===== src/rtl/display_sequencer.sv =====
// Steps a small RAM address through FETCH/CAPTURE/HOLD and shows address and data on hex digits.
// Optional macro DISPLAY_SEQUENCER_DIR_EN adds a dir input that selects down-counting addresses.
module display_sequencer #(
  parameter int TICK_CYCLES = 50000000,
  parameter int ADDR_W      = 5
) (
  input  logic              clk,
  input  logic              reset,
  input  logic              pause,
  input  logic              step,
`ifdef DISPLAY_SEQUENCER_DIR_EN
  input  logic              dir,
`endif
  input  logic [3:0]        rd_data,
  output logic [ADDR_W-1:0] rd_addr,
  output logic [3:0]        addr_hi,
  output logic [3:0]        addr_lo,
  output logic [3:0]        data_nib,
  output logic              valid
);

  localparam int CNT_W = $clog2(TICK_CYCLES);
  localparam logic [CNT_W-1:0] TICK_LAST = CNT_W'(TICK_CYCLES - 1);

  typedef enum logic [1:0] {FETCH, CAPTURE, HOLD} state_t;

  state_t            state, state_nxt;
  logic [CNT_W-1:0]  tick_cnt, tick_cnt_nxt;
  logic [ADDR_W-1:0] rd_addr_nxt;
  logic [3:0]        data_nib_nxt;
  logic              valid_nxt;
  logic              advance;
  logic              count_down;

`ifdef DISPLAY_SEQUENCER_DIR_EN
  assign count_down = dir;
`else
  assign count_down = 1'b0;
`endif

  function automatic logic [ADDR_W-1:0] next_addr(input logic [ADDR_W-1:0] a,
                                                  input logic down);
    return down ? a - ADDR_W'(1) : a + ADDR_W'(1);
  endfunction

  // Pause beats the terminal count; while paused only step can advance.
  assign advance = (state == HOLD) && (pause ? step : (tick_cnt == TICK_LAST));

  assign addr_hi = 4'(rd_addr[ADDR_W-1:4]);
  assign addr_lo = rd_addr[3:0];

  always_ff @(posedge clk) begin
    if (reset) state <= FETCH;
    else       state <= state_nxt;
  end

  always_comb begin
    state_nxt = state;
    case (state)
      FETCH:   state_nxt = CAPTURE;
      CAPTURE: state_nxt = HOLD;
      HOLD:    if (advance) state_nxt = FETCH;
      default: state_nxt = FETCH;
    endcase
  end

  always_comb begin
    rd_addr_nxt  = rd_addr;
    data_nib_nxt = data_nib;
    valid_nxt    = valid;
    tick_cnt_nxt = tick_cnt;
    case (state)
      CAPTURE: begin
        data_nib_nxt = rd_data;
        valid_nxt    = 1'b1;
        tick_cnt_nxt = '0;
      end
      HOLD: begin
        if (advance) begin
          rd_addr_nxt  = next_addr(rd_addr, count_down);
          valid_nxt    = 1'b0;
          tick_cnt_nxt = '0;
        end else if (pause) begin
          tick_cnt_nxt = '0;
        end else begin
          tick_cnt_nxt = tick_cnt + CNT_W'(1);
        end
      end
      default: ;
    endcase
  end

  always_ff @(posedge clk) begin
    if (reset) begin
      rd_addr  <= '0;
      data_nib <= '0;
      valid    <= 1'b0;
      tick_cnt <= '0;
    end else begin
      rd_addr  <= rd_addr_nxt;
      data_nib <= data_nib_nxt;
      valid    <= valid_nxt;
      tick_cnt <= tick_cnt_nxt;
    end
  end

endmodule


===== config.mk =====
export PLATFORM = sky130hd
export DESIGN_NAME = display_sequencer
export DESIGN_NICKNAME = d
export VERILOG_FILES = /design/src/rtl/display_sequencer.sv
export SDC_FILE = /design/constraint.sdc
export NUM_CORES = 1
export LEC_CHECK = 0
export ABC_AREA = 1
export BUFFER_PORTS_ARGS = -buffer_cell sky130_fd_sc_hd__buf_4
export CORE_MARGIN = 4
export CORE_UTILIZATION = 62
export CTS_CLUSTER_DIAMETER = 80
export DETAILED_ROUTE_END_ITERATION = 16
export PLACE_DENSITY = 0.95
export SLEW_MARGIN = 20
export SYNTH_ARGS = -nofsm -noshare
export SYNTH_HDL_FRONTEND = slang
export SYNTH_SLANG_ARGS = --single-unit
export TNS_END_PERCENT = 5

===== constraint.sdc =====
create_clock -name clk -period 3.18 [get_ports clk]
set_input_delay 0.318 -clock clk [delete_from_list [all_inputs] [get_ports clk]]
set_output_delay 0.318 -clock clk [all_outputs]
set_load 0.01 [all_outputs]

Yosys cells after proc, flatten, opt, wreduce, memory -nomap -nowiden
Index checks and enable logic that the tools add are counted.
Storage, ports and cells
  output and inout port bits: 18
  input bits: 8
  register bits: 38
  logic and storage cells: 24
Cells by class
  add/subtract/negate cells: 2
  reductions and logical operators: 5
  eq/ne operators: 4
  muxes and demuxes: 8
Operators by type and width (number)
  $mux 26: 2
  $pmux 26 s2: 1
  $add 26x1->26 const B: 1
  $eq 26x26->1 const B: 1
  $pmux 2 s3: 1
  $add 5x1->5 const B: 1
  $reduce_and 2->1: 2
  $eq 2x1->1 const B: 1
  $eq 2x2->1 const B: 1
  $logic_not 2->1: 1
  $mux 1: 2
  $mux 2: 1
  $ne 2x2->1 const B: 1
  $pmux 1 s2: 1
  $reduce_bool 2->1: 1
  $logic_and 1x1->1: 1

Depth between registers and ports, before layout
  depth in word-level cells: 5
  gate-level depth with buffers: 11
  depth with buffers taken out: 10

Worst setup path after synthesis
No wires, ideal clock.
  path kind: register to register
  start: register tick_cnt[0]
  end: register tick_cnt[0]
  required time: 3.065 ns
  setup slack: 1.642 ns
  period minus slack after synthesis: 1.538 ns
  cell stages (with the launch flop): 11
  data arrival time: 1.424 ns
  path buffers: 1
  library setup time: 0.115 ns
  cells stage by stage: dfxtp_1 -> ha_1 -> nand2_2 -> nor2_4 -> inv_2 -> nor2_1 -> nand2_2 -> nand3_2 -> nor2_4 -> buf_6 -> o21a_1
On the way
  word-level cells in the longest chain between the ends: 5
  elaborated cells on any way between the ends: 7
  classes of those cells: 1 x add/sub; 1 x eq/ne; 4 x mux; 1 x reduce/logical
Ends and longest elaborated chain
  start, declared: RTL line 28  | logic [CNT_W-1:0] tick_cnt, tick_cnt_nxt;
  start signal, assigned: RTL line 103  | tick_cnt <= tick_cnt_nxt;
  parallel branches: the longest is 3 deep, another holds $add 26x1->26
  $mux 26 *: RTL line 79  | if (advance) begin
  $pmux 26 s2 *: RTL line 72  | case (state)
Every way passes the cells marked *.
A chain may end at the register's enable or synchronous reset.

Worst setup path in the final report
  start: register state[0]
  end: register tick_cnt[9]
On the way
  word-level cells in the longest chain between the ends: 4
  elaborated cells on any way between the ends: 6
  classes of those cells: 2 x eq/ne; 2 x mux; 2 x reduce/logical
Ends and longest elaborated chain
  start, declared: RTL line 27  | state_t state, state_nxt;
  start signal, assigned: RTL line 54  | else state <= state_nxt;
  $eq 2x2->1: RTL line 47, 72
  $logic_and 1x1->1: RTL line 47  | assign advance = (state == HOLD) && (pause ? step : (tick_cnt == TICK_LAST));
  $mux 26: RTL line 79
  $pmux 26 s2: RTL line 72
Parallel ways exist; a longest one is shown, timed or not.

==> impl_metrics.py <==
metrics = {
    "critical_path": {
        "worst_stage_delay_on_the_critical_path_ns": 0.43,
        "crit_path_start": "state[0]",
        "critical-path-slowest-cell": "sky130_fd_sc_hd__nor2_4",
        "r2r_cells": 8,
        "worstPathArrival_ns": 2.40,
        "cp.required_ns": 3.49,
        "reg2reg_from": "state[0]",
        "regToRegEndpoint": "tick_cnt[9]",
        "timing.critical_path.to_type": "flop",
        "critical_path.most_common_cell": "sky130_fd_sc_hd__inv_1",
        "critical_path_maximum_fanout": 25,
        "cp_cell_sequence": "inv_1 -> ha_1 -> inv_2 -> nor2_1 -> inv_1 -> nor2_4 -> o21ai_0 -> a21oi_1",
        "worstSetupStartpointType": "flop",
        "worst-r2r-setup-slack_ns": 1.09,
        "worstSetupPathType": "reg2reg",
    },
    "timing": {
        "setup-violations-final": 0,
        "fmax_ghz": 0.4787,
        "tightestPinTransition_ns": 0.5093,
        "finalCritPeriodShare_pct": 65.69,
        "maxSlewViolCount": 0,
        "relSlewSlack_pct": 65.97,
        "unrepaired_setup_endpoints_after_global_routing": "no",
        "number_of_hold_violations_in_the_final_report": 0,
        "period_minus_slack_ns": 2.089,
        "finClkSkew_ns": 0.008267,
        "setup_tns_ns": 0,
    },
    "clock_network": {
        "cts-htree-levels": 2,
        "root_buffer": "sky130_fd_sc_hd__clkbuf_4",
        "cts_sinks": 38,
        "bufs_on_longest_clock_path": 2,
        "cts_made_buffers": 5,
        "post_cts.repair.setup_buffers": 0,
        "post_cts_hold_buffer_count": 0,
        "postCtsResizedCells": 0,
        "clkSlewWorstSetupHoldPaths_ns": 0.12,
        "insertion_delay_ns": 0.37,
        "tritoncts": "built",
    },
    "grt": {
        "first_global_vias": 2060,
        "grt_pass1_wl_mm": 8.480,
        "grt_max_degree": 31,
        "track_usage_pct": 24.15,
        "antenna_found_initial": 0,
        "overflow": 0,
    },
    "run": {
        "drv.max_cap_violation_count": 0,
    },
    "detailed_routing": {
        "post_drt_wl_per_cell_um": 12.30,
        "number_of_violations_reported_at_the_end_of_detailed_routing_iteration_0": 147,
        "drt_drc_violations_left": 0,
        "drt.antenna.violating_nets": 0,
        "num_vias": 2190,
        "detailedRoute.firstPassIterationCount": 4,
        "post_drt_via_cell_ratio": 5.448,
        "wl_mm": 4.944,
    },
    "placement": {
        "post-dp-hpwl_mm": 3.577,
        "place.detailed.instances": 394,
        "placement.io_buffers": 22,
        "placer_s_final_routability_congestion_estimate": 0.8918,
    },
    "layout": {
        "antenna_cells": 0,
        "post_layout_nonfiller_instances": 402,
        "post_route_cells_drive_above_1_share_pct": 14.04,
        "final_nets": 368,
        "syn2layout_area_growth_pct": 10.77,
    },
    "power_and_ir_drop": {
        "internal_power_mw": 0.8140,
        "switch_pwr_mw": 0.2958,
        "irDropWorstVdd_uv": 415.2,
        "static_leakage_nw": 0.9601,
        "power_density_mw_per_mm2": 449.4,
        "clkPwrFrac_pct": 39.5,
        "p_comb_share_pct": 14.6,
        "sequentialPowerShare_pct": 45.8,
        "switch_share_pct": 26.66,
    },
    "die": {
        "dieHeight_um": 67.97,
        "rows": 21,
        "die_area_mm2": 0.004620,
        "start_util_pct": 65.27,
        "ioPinCount": 26,
        "core_mm2": 0.003416,
        "chipWidth_um": 67.97,
    },
    "synth": {
        "synth_sequential_area_ratio_pct": 34.12,
        "netlist_area_mm2": 0.002230,
        "yosys_most_used_dff": "sky130_fd_sc_hd__dfxtp_1",
        "synth-seq-cells": 38,
        "synth_cell_types": 27,
        "instance_count_of_the_mapped_netlist": 339,
        "post_synth_edffs": 0,
        "ys.warnings.count": 0,
        "synth_async_sr_flop_share_pct": 0,
        "synth_area_per_cell_um2": 6.577,
    },
    "worst_hold_path": {
        "hold-path-cell-count": 3,
        "min-delay-start": "rd_data[2]",
        "hold_path_end": "data_nib[2]",
        "hold_class": "in2reg",
    },
    "run_status": {
        "status": "finished, final reports clean",
    },
}
## per-stage QoR
| step | hold WS [ns] | setup slack [ns] | util, % | cell area [um2] | total power [mW] |
|---|---|---|---|---|---|
| 5_1_grt | 0.1720 | 0.8872 | 72.31 | 2470 | 1.155 |
| 6_report | 0.1670 | 1.091 | 72.31 | 2470 | 1.110 |
| 2_1_floorplan | 0.4529 | 1.642 | - | 2237 | 0.6321 |
| 3_5_place_dp | 0.4759 | 1.134 | 69.05 | 2359 | 0.6814 |
| 3_3_place_gp | 0.4692 | 1.265 | 69.05 | 2359 | 0.6745 |
| 4_1_cts | 0.1602 | 1.088 | 72.31 | 2470 | 1.114 |
## cells by family after synthesis
| group | after synthesis | synth area share [%] |
|---|---|---|
| and+or+nand+nor | 185 | 36.08 |
| buffers and inverters | 50 | 10.44 |
| AOI/OAI and AO/OA | 49 | 12.07 |
| DFF | 38 | 34.12 |
| xor gates and xnor gates | 11 | 4.321 |
| adders and majority gates | 5 | 2.806 |
| other | 1 | 0.1682 |
## state kept, by name (all words and copies together), names as in the netlist
name and flops:
valid 1, state 2, tick_cnt 26, rd_addr 5, data_nib 4
## worst max-delay path, delay by kind of cell, from the launching register on
kind | cells | cell delay [ns]
flip-flops | 1 | 0.36
buffers and inverters | 3 | 0.36
AO/OA/AOI/OAI | 2 | 0.36
adder cells (fa/ha/maj) | 1 | 0.33
AND/OR/NAND/NOR | 2 | 0.61
## metal layers
| metal | share of wire (%) | vias to the layer above | track usage, % |
|---|---|---|---|
| met5 | 0 | - | 0 |
| met4 | 2.9 | 0 | 13.40 |
| met3 | 6.5 | 13 | 4.926 |
| met2 | 49 | 80 | 42.24 |
| met1 | 42 | 994 | 27.10 |
| li1 | - | 1103 | - |
## worst max-delay path by stage
stage                        endpoint  slack, ns
final                     tick_cnt[9]       1.09
after global routing      tick_cnt[9]       0.89
after CTS                 tick_cnt[9]       1.09
after detailed placement  tick_cnt[9]       1.13
after global placement    tick_cnt[9]       1.26
after floorplan           tick_cnt[0]       1.64
## cell type report
cell class | instances | area (um2)
Clock buffer | 6 | 51.30
Clock inverter | 2 | 60.06
Fill cell | 304 | 945.9
Inverter | 35 | 131.4
Multi-Input combinational cell | 253 | 1244
Sequential cell | 38 | 760.7
Tap cell | 46 | 57.56
Timing Repair Buffer | 22 | 165.2
## cell usage in the layout (no fill, tap or decap)
cell type,netlist,final
sky130_fd_sc_hd__nand2_1,92,92
sky130_fd_sc_hd__nor2_1,44,44
sky130_fd_sc_hd__dfxtp_1,38,38
sky130_fd_sc_hd__a21oi_1,31,31
sky130_fd_sc_hd__inv_1,30,30
sky130_fd_sc_hd__nand3_1,27,27
sky130_fd_sc_hd__buf_4,8,22
sky130_fd_sc_hd__o21ai_0,11,11
sky130_fd_sc_hd__xor2_1,8,8
sky130_fd_sc_hd__inv_2,5,5
sky130_fd_sc_hd__ha_1,5,5
sky130_fd_sc_hd__clkbuf_4,0,5
sky130_fd_sc_hd__nor2_2,4,4
sky130_fd_sc_hd__o21a_1,4,4
sky130_fd_sc_hd__nor3_1,4,4
sky130_fd_sc_hd__nand4_1,4,4
sky130_fd_sc_hd__nand2_2,3,3
sky130_fd_sc_hd__nor2_4,3,3
sky130_fd_sc_hd__xnor2_1,3,3
sky130_fd_sc_hd__conb_1,1,3
sky130_fd_sc_hd__nand3_2,2,2
sky130_fd_sc_hd__bufinv_16,0,2
sky130_fd_sc_hd__or2_2,1,1
sky130_fd_sc_hd__a21oi_4,1,1
sky130_fd_sc_hd__o21ai_1,1,1
sky130_fd_sc_hd__nor3_2,1,1
sky130_fd_sc_hd__a21o_1,1,1
sky130_fd_sc_hd__clkbuf_8,0,1
## synthesized netlist by cell type (2+ instances only)
cell type | number | area (um2)
sky130_fd_sc_hd__nand2_1 | 92 | 345.3
sky130_fd_sc_hd__nor2_1 | 44 | 165.2
sky130_fd_sc_hd__dfxtp_1 | 38 | 760.7
sky130_fd_sc_hd__a21oi_1 | 31 | 155.2
sky130_fd_sc_hd__inv_1 | 30 | 112.6
sky130_fd_sc_hd__nand3_1 | 27 | 135.1
sky130_fd_sc_hd__o21ai_0 | 11 | 55.05
sky130_fd_sc_hd__buf_4 | 8 | 60.06
sky130_fd_sc_hd__xor2_1 | 8 | 70.07
sky130_fd_sc_hd__clkbuf_1 | 5 | 18.77
sky130_fd_sc_hd__ha_1 | 5 | 62.56
sky130_fd_sc_hd__inv_2 | 5 | 18.77
sky130_fd_sc_hd__nand4_1 | 4 | 25.02
sky130_fd_sc_hd__nor2_2 | 4 | 25.02
sky130_fd_sc_hd__nor3_1 | 4 | 20.02
sky130_fd_sc_hd__o21a_1 | 4 | 30.03
sky130_fd_sc_hd__nand2_2 | 3 | 18.77
sky130_fd_sc_hd__nor2_4 | 3 | 33.78
sky130_fd_sc_hd__xnor2_1 | 3 | 26.28
sky130_fd_sc_hd__buf_6 | 2 | 22.52
sky130_fd_sc_hd__nand3_2 | 2 | 20.02
## power groups by stage
stage / Combinational (mW) / Sequential [mW] / Clock (mW)
2_1_floorplan: 0.108 / 0.524 / 0
3_3_place_gp: 0.157 / 0.517 / 0
3_5_place_dp: 0.162 / 0.520 / 0
4_1_cts: 0.163 / 0.509 / 0.442
5_1_grt: 0.180 / 0.511 / 0.464
6_report: 0.162 / 0.509 / 0.439
Note: power is estimated with default switching activity, not from simulation.
